### src/rtl/seg_display_scanner.sv
// rtl/seg_display_scanner.sv - 4-digit 7-segment scanner for CPU state with debounced step button
module seg_display_scanner #(
    parameter int SCAN_DIV        = 100000,
    parameter int DEBOUNCE_CYCLES = 1000000
) (
    input  logic        clk,
    input  logic        RST,
    input  logic [1:0]  sel,
    input  logic        btn_in,
    input  logic [31:0] pc,
    input  logic [31:0] next_pc,
    input  logic [4:0]  rs_addr,
    input  logic [31:0] rs_data,
    input  logic [4:0]  rt_addr,
    input  logic [31:0] rt_data,
    input  logic [31:0] alu_result,
    input  logic [31:0] db_data,
    output logic        step_pulse,
    output logic [3:0]  pos_ctrl,
    output logic [7:0]  num_ctrl
);
    localparam int SCAN_W = $clog2(SCAN_DIV);
    localparam int DB_W   = $clog2(DEBOUNCE_CYCLES);
    localparam logic [SCAN_W-1:0] SCAN_LAST = SCAN_W'(SCAN_DIV - 1);
    localparam logic [DB_W-1:0]   DB_LAST   = DB_W'(DEBOUNCE_CYCLES - 1);

    // Scan / display state
    logic [SCAN_W-1:0] scan_cnt_q, scan_cnt_d;
    logic [1:0]        digit_idx_q, digit_idx_d;
    logic [7:0]        snap_l_q, snap_r_q;
    logic              load_pending_q;
    logic [3:0]        pos_ctrl_q, pos_d;
    logic [7:0]        num_ctrl_q, num_d;

    // Debounce state
    logic              sync0_q, sync1_q;
    logic              stable_q, stable_prev_q;
    logic [DB_W-1:0]   db_cnt_q;
    logic              step_pulse_q;

    logic [7:0]        page_l, page_r;
    logic [3:0]        nibble;
    logic              scan_last;
    logic              frame_wrap;

    // Only the low byte of each 32-bit bus is ever shown
    logic unused_bits;
    assign unused_bits = ^{pc[31:8], next_pc[31:8], rs_data[31:8],
                           rt_data[31:8], alu_result[31:8], db_data[31:8]};

    // Active-low segment pattern {g,f,e,d,c,b,a} for one hex digit
    function automatic logic [6:0] hex7(input logic [3:0] v);
        logic [6:0] seg;
        case (v)
            4'h0: seg = 7'h40;
            4'h1: seg = 7'h79;
            4'h2: seg = 7'h24;
            4'h3: seg = 7'h30;
            4'h4: seg = 7'h19;
            4'h5: seg = 7'h12;
            4'h6: seg = 7'h02;
            4'h7: seg = 7'h78;
            4'h8: seg = 7'h00;
            4'h9: seg = 7'h10;
            4'hA: seg = 7'h08;
            4'hB: seg = 7'h03;
            4'hC: seg = 7'h46;
            4'hD: seg = 7'h21;
            4'hE: seg = 7'h06;
            default: seg = 7'h0E;
        endcase
        return seg;
    endfunction

    // Page select: which pair of bytes is offered to the snapshot
    always_comb begin
        page_l = 8'h00;
        page_r = 8'h00;
        case (sel)
            2'b00: begin page_l = pc[7:0];            page_r = next_pc[7:0];    end
            2'b01: begin page_l = {3'b000, rs_addr};  page_r = rs_data[7:0];    end
            2'b10: begin page_l = {3'b000, rt_addr};  page_r = rt_data[7:0];    end
            default: begin page_l = alu_result[7:0];  page_r = db_data[7:0];    end
        endcase
    end

    assign scan_last   = (scan_cnt_q == SCAN_LAST);
    assign frame_wrap  = scan_last && (digit_idx_q == 2'd3);
    assign scan_cnt_d  = scan_last ? '0 : scan_cnt_q + SCAN_W'(1);
    assign digit_idx_d = scan_last ? digit_idx_q + 2'd1 : digit_idx_q;

    // Digit enable and nibble for the digit currently being scanned
    always_comb begin
        nibble = snap_r_q[3:0];
        pos_d  = 4'b1110;
        case (digit_idx_q)
            2'd3: begin nibble = snap_l_q[7:4]; pos_d = 4'b0111; end
            2'd2: begin nibble = snap_l_q[3:0]; pos_d = 4'b1011; end
            2'd1: begin nibble = snap_r_q[7:4]; pos_d = 4'b1101; end
            default: begin nibble = snap_r_q[3:0]; pos_d = 4'b1110; end
        endcase
        // Decimal point separates the two bytes, so it sits on idx2
        num_d = {(digit_idx_q != 2'd2), hex7(nibble)};
    end

    // Scan counter, frame snapshot and registered digit drive
    always_ff @(posedge clk) begin
        if (RST) begin
            scan_cnt_q     <= '0;
            digit_idx_q    <= 2'd0;
            snap_l_q       <= 8'h00;
            snap_r_q       <= 8'h00;
            load_pending_q <= 1'b1;
            pos_ctrl_q     <= 4'b1111;
            num_ctrl_q     <= 8'hFF;
        end else begin
            scan_cnt_q  <= scan_cnt_d;
            digit_idx_q <= digit_idx_d;
            if (load_pending_q || frame_wrap) begin
                snap_l_q       <= page_l;
                snap_r_q       <= page_r;
                load_pending_q <= 1'b0;
            end
            // Stay blank until the first snapshot holds real data
            if (load_pending_q) begin
                pos_ctrl_q <= 4'b1111;
                num_ctrl_q <= 8'hFF;
            end else begin
                pos_ctrl_q <= pos_d;
                num_ctrl_q <= num_d;
            end
        end
    end

    // Button synchronizer, debounce counter and rising-edge step pulse
    always_ff @(posedge clk) begin
        if (RST) begin
            sync0_q       <= 1'b0;
            sync1_q       <= 1'b0;
            stable_q      <= 1'b0;
            stable_prev_q <= 1'b0;
            db_cnt_q      <= '0;
            step_pulse_q  <= 1'b0;
        end else begin
            sync0_q       <= btn_in;
            sync1_q       <= sync0_q;
            stable_prev_q <= stable_q;
            step_pulse_q  <= stable_q && !stable_prev_q;
            if (sync1_q != stable_q) begin
                if (db_cnt_q == DB_LAST) begin
                    stable_q <= sync1_q;
                    db_cnt_q <= '0;
                end else begin
                    db_cnt_q <= db_cnt_q + DB_W'(1);
                end
            end else begin
                db_cnt_q <= '0;
            end
        end
    end

    assign pos_ctrl   = pos_ctrl_q;
    assign num_ctrl   = num_ctrl_q;
    assign step_pulse = step_pulse_q;

endmodule

### config.mk
export PLATFORM = sky130hd
export DESIGN_NAME = seg_display_scanner
export DESIGN_NICKNAME = d
export VERILOG_FILES = /design/src/rtl/seg_display_scanner.sv
export SDC_FILE = /design/constraint.sdc
export NUM_CORES = 1
export LEC_CHECK = 0
export BUFFER_PORTS_ARGS = -buffer_cell sky130_fd_sc_hd__buf_2
export CORE_MARGIN = 2
export CORE_UTILIZATION = 32
export CTS_BUF_LIST = sky130_fd_sc_hd__clkbuf_16
export DETAILED_ROUTE_END_ITERATION = 8
export GPL_TIMING_DRIVEN = 0
export PLACE_DENSITY = 0.65
export SYNTH_ARGS = -nofsm -noshare
export SYNTH_HDL_FRONTEND = slang
export SYNTH_SLANG_ARGS = --single-unit
### constraint.sdc
create_clock -name clk -period 2 [get_ports clk]
set_input_delay 0.4 -clock clk [delete_from_list [all_inputs] [get_ports clk]]
set_output_delay 0.4 -clock clk [all_outputs]
set_load 0.05 [all_outputs]
==> impl_metrics.tcl, run 1 <==
set metrics [dict create \
    status "complete, but fails checks" \
    violations "negative setup slack" \
    drt_first_pass_iters 5 \
    rows 38 \
    reg2reg_slack_ps -30 \
    slew_headroom_pct 48.6 \
    die_h_um 109 \
    synth_top_flop_cell "dfxtp_1" \
    ys_ff_latch 72 \
    syn_area_per_cell_um2 9.73 \
    switching_share_pct 22.1 \
    clock-sinks 72 \
    synthTopCellsByArea "dfxtp_1 41%, mux4_2 8.3%, xor2_1 5.7%" \
    yosysUniqueCellTypes 50 \
    yosysMostFrequentCell "dfxtp_1" \
    worst_ep_arrival_time_ps 2280 \
    path_cells "ha_4 -> a222oi_1 -> a21oi_4 -> inv_2 -> buf_4 -> ha_2 -> o22ai_2 -> o21ai_0" \
    path_delay_family "compound AO/OA/AOI/OAI gates" \
    vdd_drop_max_uv 334 \
    p_sw_mw 0.819 \
    worstSkewPairLatency_ps 330 \
    skew_ps 7.05 \
    overflow 0 \
    final.setup.tns_ps -58.0 \
    p_comb_share_pct 11.2 \
    dieArea_um2 11800 \
    cts_tree "yes" \
    totalPowerFinal_mw 3.71 \
    hold_viol 0 \
    fin_nets 679 \
    antenna_found_initial 0 \
    start_util_pct 32.5 \
    n_antenna_cell 0 \
    gp_congestion 0.792 \
    fill_cells 983 \
    hold_path_class "in2reg" \
    drcViolationCount 0 \
    critPathSlowestCell "a222oi_1" \
    slew_viol_final 0 \
    p_leak_nw 1.79 \
    ant_nets 0 \
    io_buffers 74 \
    max_freq_mhz 493 \
    cts_made_buffers 9 \
    synth_nets 580 \
    core_area_um2 10800 \
    synth-edff-count 0 \
    final.setup.worst_slack_ps -29.8 \
    worstMarginPinSlew_ps 764 \
    finalSetupViolations 2 \
    internal-power_mw 2.89 \
    drt_iter0_drc 189 \
    post_synth_instance_area_um2 3510 \
    drv_cap 0 \
    crit_path_end_kind "flip-flop" \
    grt_pass1_vias 2938 \
    clockPowerShare_pct 48.3 \
    die_width_um 109 \
    fin_crit_ps 2030 \
    synth_common_cells "72 x dfxtp_1, 51 x nor2_1, 34 x nand2_1" \
    wl_per_cell_um 13.1 \
    path_class "reg2reg" \
    seq_area_frac_synth_pct 41.0 \
    crit_buf_inv 2 \
    p_seq_share_pct 40.5 \
    synth_largest_area_cell "dfxtp_1" \
    post-dp-hpwl_um 5580 \
    drive_gt1_share_pct 40.5 \
    grt_usage_pct 14.1 \
    clkTransAtPathRegs_ps 50 \
    cp_data_required_time_ps 2250 \
    synthCells 361 \
    dr_total_vias 2919 \
    vias_per_cell 4.83 \
    grt_max_degree 13 \
    fin_crit_sh_pct 101 \
    yosys_warnings 0 \
    startpoint_type "flip-flop" \
    io_pins 220 \
    cts_buffer_depth 2 \
    root_buffer "clkbuf_16" \
    areaGrowthSynthToFinish_pct 35.3 \
    powerDensity_nw_per_um2 779 \
    ctsHoldBuffers 0 \
    yosysTopAreaCellShare_pct 41.0 \
    rsz0062_at_grt "yes" \
    whs_ps 283 \
    async_flop_share_pct 0 \
    cp_max_fo 7 \
    htreeDepth 3 \
    cp_slowest_stage_delay_ps 540 \
    grt_first_pass_wirelength_um 13000 \
    drt_wl_total_um 7930 \
]
-- worst reg2reg max path: stages (launching register included) --
cell and delay [ps]:
dfxtp_4 370, ha_4 200, a222oi_1 540, a21oi_4 160, inv_2 120, buf_4 130, ha_2 200, o22ai_2 70
o21ai_0 170
-- per-layer routing --
layer	share of wire, %	global-route usage, %
met1	42	16.1
met2	50	24.2
met4	2.4	6.59
met3	5.1	4.18
met5	0	0
-- metrics by stage --
step,cells,instance area (µm²),util (%),setup WS [ps]
2_1_floorplan,361,3520,-,24.6
3_3_place_gp,575,4060,37.6,-302
3_5_place_dp,575,4060,37.6,-337
4_1_cts,595,4460,41.3,-54.8
5_1_grt,604,4750,44.0,-129
6_report,604,4750,44.0,-29.8
-- final cells by class --
type / instances / area [µm²] / area share (%)
clock inverters: 6 / 109 / 2.29
clock buffers: 9 / 225 / 4.74
plain buffers: 15 / 149 / 3.13
inverters: 10 / 43.8 / 0.921
multi-input cells: 264 / 2120 / 44.6
repair buffers: 88 / 479 / 10.1
flip-flops and latches: 72 / 1450 / 30.5
well taps: 140 / 175 / 3.69
-- power by group through the flow --
stage / clock, mW / sequential (mW) / combinational (mW)
floorplan: 0 / 1.57 / 0.204
global placement: 0 / 1.53 / 0.343
detailed placement: 0 / 1.53 / 0.350
CTS: 1.83 / 1.50 / 0.359
global route: 1.89 / 1.51 / 0.452
finish: 1.79 / 1.50 / 0.415
-- placed cells by master, fill, tap and decap left out, types with 4 or more instances in the layout --
cell type and n:
mux4_2 13, nor3_1 5, mux2i_1 4, clkbuf_16 9, xor2_1 23, buf_6 5
nand2_1 34, dfxtp_1 69, nand2_2 10, nand3_1 17, buf_4 17, a21oi_2 12
nand4_1 7, xnor2_1 12, inv_1 5, nor2_1 50, ha_4 7, a222oi_1 4
nor2b_1 6, and3_1 9, buf_2 75
-- kinds of logic (layout without fill, tap and decap cells) --
group / count (synthesis) / after routing / synth area share, %
simple gates: 158 / 158 / 22.6
mux: 19 / 19 / 10.1
compound gates: 40 / 40 / 8.59
fa+ha+maj: 12 / 12 / 4.27
xor+xnor: 35 / 35 / 8.73
buf+inv: 25 / 128 / 4.74
flops: 72 / 72 / 41.0
-- timing repair --
item	4_1_cts	5_1_grt
pin swaps	5	7
gates resized for setup	11	51
endpoints found under the setup margin	30	48
setup buffers	5	9
-- final timing paths --
path             startpoint     endpoint  cells after the start
max          digit_idx_q[0]  num_ctrl[0]                      8
min reg2reg   stable_prev_q   step_pulse                      1
min                  btn_in      sync0_q                      2
max reg2reg  digit_idx_q[0]  num_ctrl[0]                      8
-- flip-flops by register name (all words and copies together) (netlist names) --
register,cells
digit_idx_q,2
scan_cnt_q,17
sync1_q,1
db_cnt_q,20
load_pending_q,1
num_ctrl,7
stable_q,1
stable_prev_q,1
step_pulse,1
snap_l_q,8
snap_r_q,8
sync0_q,1
pos_ctrl,4
Note: power is estimated with default switching activity, not from simulation.
==> run 2: changes to the inputs <==
--- a/config.mk
+++ b/config.mk
@@ -5,13 +5,14 @@
 export SDC_FILE = /design/constraint.sdc
 export NUM_CORES = 1
 export LEC_CHECK = 0
+export ABC_AREA = 1
 export BUFFER_PORTS_ARGS = -buffer_cell sky130_fd_sc_hd__buf_2
 export CORE_MARGIN = 2
 export CORE_UTILIZATION = 32
 export CTS_BUF_LIST = sky130_fd_sc_hd__clkbuf_16
 export DETAILED_ROUTE_END_ITERATION = 8
 export GPL_TIMING_DRIVEN = 0
-export PLACE_DENSITY = 0.65
+export PLACE_DENSITY = 0.72
 export SYNTH_ARGS = -nofsm -noshare
 export SYNTH_HDL_FRONTEND = slang
 export SYNTH_SLANG_ARGS = --single-unit
==> run 2 against run 1 <==
The flow finishes with violations (design-rule violations). Synthesized cell count up 57%. Area after synthesis up 8.0%. Flip-flop and latch count unchanged. Core utilization shrank 3.3 points. Fmax is 10% higher. Clock power decreased by 23%. Sequential share of layout area grew 0.25 points. Sequential power about the same. Count of clock-buffer cells in the layout unchanged. Critical path depth rose by 3. Hold slack lost 4.2 ps. Critical path type unchanged. Critical endpoint is now num_ctrl[3].
==> impl_metrics.tcl, run 2 <==
set metrics [dict create \
    path_class "reg2reg" \
    cts_made_buffers 9 \
    ys_ff_latch 72 \
    fill_cells 1238 \
    dp_cells 784 \
    cp_slowest_stage_delay_ps 380 \
    clkTransAtPathRegs_ps 50 \
    yosys_warnings 0 \
    rows 39 \
    drive_gt1_share_pct 19.4 \
    hp-start "btn_in" \
    final.setup.worst_slack_ps 158 \
    drv_cap 0 \
    violations "design-rule violations" \
    slew_headroom_pct 65.7 \
    layout.cells.non_filler 804 \
    clock-sinks 72 \
    antenna_found_initial 0 \
    regArea_um2 1440 \
    pre_cts_slack_ps -307 \
    vias_per_cell 4.64 \
    synth_top_flop_cell "dfxtp_1" \
    yosysMostFrequentCell "nand2_1" \
    fin_nets 876 \
    async_flop_share_pct 0 \
    max_flop_register "db_cnt_q" \
    die_width_um 113 \
    worstSkewPairLatency_ps 330 \
    drt_first_pass_iters 6 \
    areaGrowthSynthToFinish_pct 23.6 \
    drcViolationCount 2 \
    ctsHoldBuffers 0 \
    skew_ps 4.27 \
    vdd_drop_max_uv 379 \
    htreeDepth 3 \
    multiInputGateArea_um2 2110 \
    core_area_um2 11500 \
    wl_per_cell_um 11.5 \
    cp_data_required_time_ps 2190 \
    reg2reg_from "digit_idx_q[1]" \
    syn_area_per_cell_um2 6.69 \
    hold_path_class "in2reg" \
    io_pins 220 \
    grt_first_pass_wirelength_um 15700 \
    fin_crit_ps 1840 \
    fin_crit_sh_pct 92.1 \
    synth-edff-count 0 \
    crit_buf_inv 3 \
    worstMarginPinSlew_ps 512 \
    synth_nets 786 \
    worst_ep_arrival_time_ps 2040 \
    cp_max_fo 8 \
    crit_start "digit_idx_q[1]" \
    startpoint_type "flip-flop" \
    hold_viol 0 \
    dieArea_um2 12700 \
    cts_buffer_depth 2 \
    grt_max_degree 12 \
    yosysTopAreaCellShare_pct 38.0 \
    grt_pass1_vias 3501 \
    yosysUniqueCellTypes 33 \
    drt_iter0_drc 136 \
    io_buffers 74 \
    status "complete, but fails checks" \
    seq_area_frac_synth_pct 38.0 \
    post_synth_instance_area_um2 3790 \
    largest_register_ffs 20 \
    powerDensity_nw_per_um2 691 \
    synthCells 567 \
    synthTopCellsByArea "dfxtp_1 38%, nand2_1 17%, nor2_1 8.6%" \
    slew_viol_final 0 \
    final_cell_mix "172 x nand2_1, 87 x nor2_1, 78 x buf_2" \
    die_h_um 113 \
    crit_top_cell "nand2_1" \
    path_cells "inv_1 -> ha_4 -> inv_4 -> nand2_1 -> o22ai_4 -> inv_1 -> ha_1 -> nand2_1 -> o21ai_0 -> nand2_1 -> nand3_1" \
    crit_path_end_kind "flip-flop" \
    max_freq_mhz 543 \
    p_leak_nw 1.95 \
    n_antenna_cell 0 \
    final_common_cell "nand2_1" \
    drt_wl_total_um 9210 \
    root_buffer "clkbuf_16" \
    reg.largest.list "db_cnt_q: 20 flops, scan_cnt_q: 17 flops" \
    dr_total_vias 3731 \
    critPathSlowestCell "dfxtp_1" \
    start_util_pct 32.9 \
    post-dp-hpwl_um 7080 \
    finalSetupViolations 0 \
    gp_congestion 0.882 \
    ant_nets 0 \
    cts_tree "yes" \
    grt_usage_pct 15.3 \
    synth_common_cells "172 x nand2_1, 87 x nor2_1, 72 x dfxtp_1" \
    path_delay_family "adder cells" \
    synth_largest_area_cell "dfxtp_1" \
    overflow 0 \
]
run 2: cell count changes after synthesis, sizes merged, moves of 14 or more:
cell and delta:
nor3 +15, nand3 +20, xor2 -14, inv +40, nand2 +130, nor2 +42
run 2: layer usage:
metal  routed length (µm)  part of all wire, %  GRT usage (%)
met5                    0                    0              0
met4                  187                  2.0           5.77
met3                  493                  5.4           4.18
met2                 4220                   46           25.3
met1                 4310                   47           19.0
run 2: layout make-up:
class	instances	share of cell area, %
flip-flops and latches	72	30.8
multi-input cells	428	45.0
clock inverters	6	0.640
inverters	51	4.13
plain buffers	16	2.19
well taps	143	3.81
clock buffers	9	4.80
repair buffers	79	8.70
run 2: worst min-delay path, cell delays in order:
cell	delay, ps
buf_2	70
inv_1	30
nor2_1	70
run 2: final timing paths:
path                       to  slack, ps  cells past startpoint
hold reg to reg    step_pulse        390                      1
setup reg to reg  num_ctrl[3]        160                     11
hold / removal        sync0_q        280                      3
setup / recovery  num_ctrl[3]        160                     11
run 2: cells by family (layout without fill, tap and decap cells):
kind of cell               after synthesis  count (layout)  share of synthesized area [%]
and+or+nand+nor                        351             351                           39.7
DFF                                     72              72                           38.0
buffers and inverters                   67             161                           7.75
AOI/OAI and AO/OA                       53              53                           7.85
adders and majority gates               12              12                           3.96
xor gates and xnor gates                12              12                           2.77
run 2: repair_timing:
| action | in CTS | in global routing |
|---|---|---|
| setup buffers | 0 | 5 |
| resized for setup | 6 | 7 |
| endpoints found under the setup margin | 7 | 6 |
| pin swaps | 1 | 2 |
run 2: report_power, final:
group	leakage (nW)	total (mW)	internal, mW	switching, mW
registers	0.588	1.50	1.48	0.0236
clock network	0.133	1.38	0.814	0.562
logic	1.23	0.360	0.147	0.213
run 2: stage by stage:
step | instance area [µm²] | hold slack, ps | total power [mW] | setup TNS, ps | utilization [%]
floorplan | 3790 | 376 | 1.75 | 0 | -
global placement | 4340 | 386 | 1.88 | -1240 | 37.7
detailed placement | 4340 | 389 | 1.88 | -1460 | 37.7
CTS | 4630 | 264 | 3.28 | 0 | 40.2
global route | 4690 | 296 | 3.39 | -1.85 | 40.7
finish | 4690 | 278 | 3.24 | 0 | 40.7
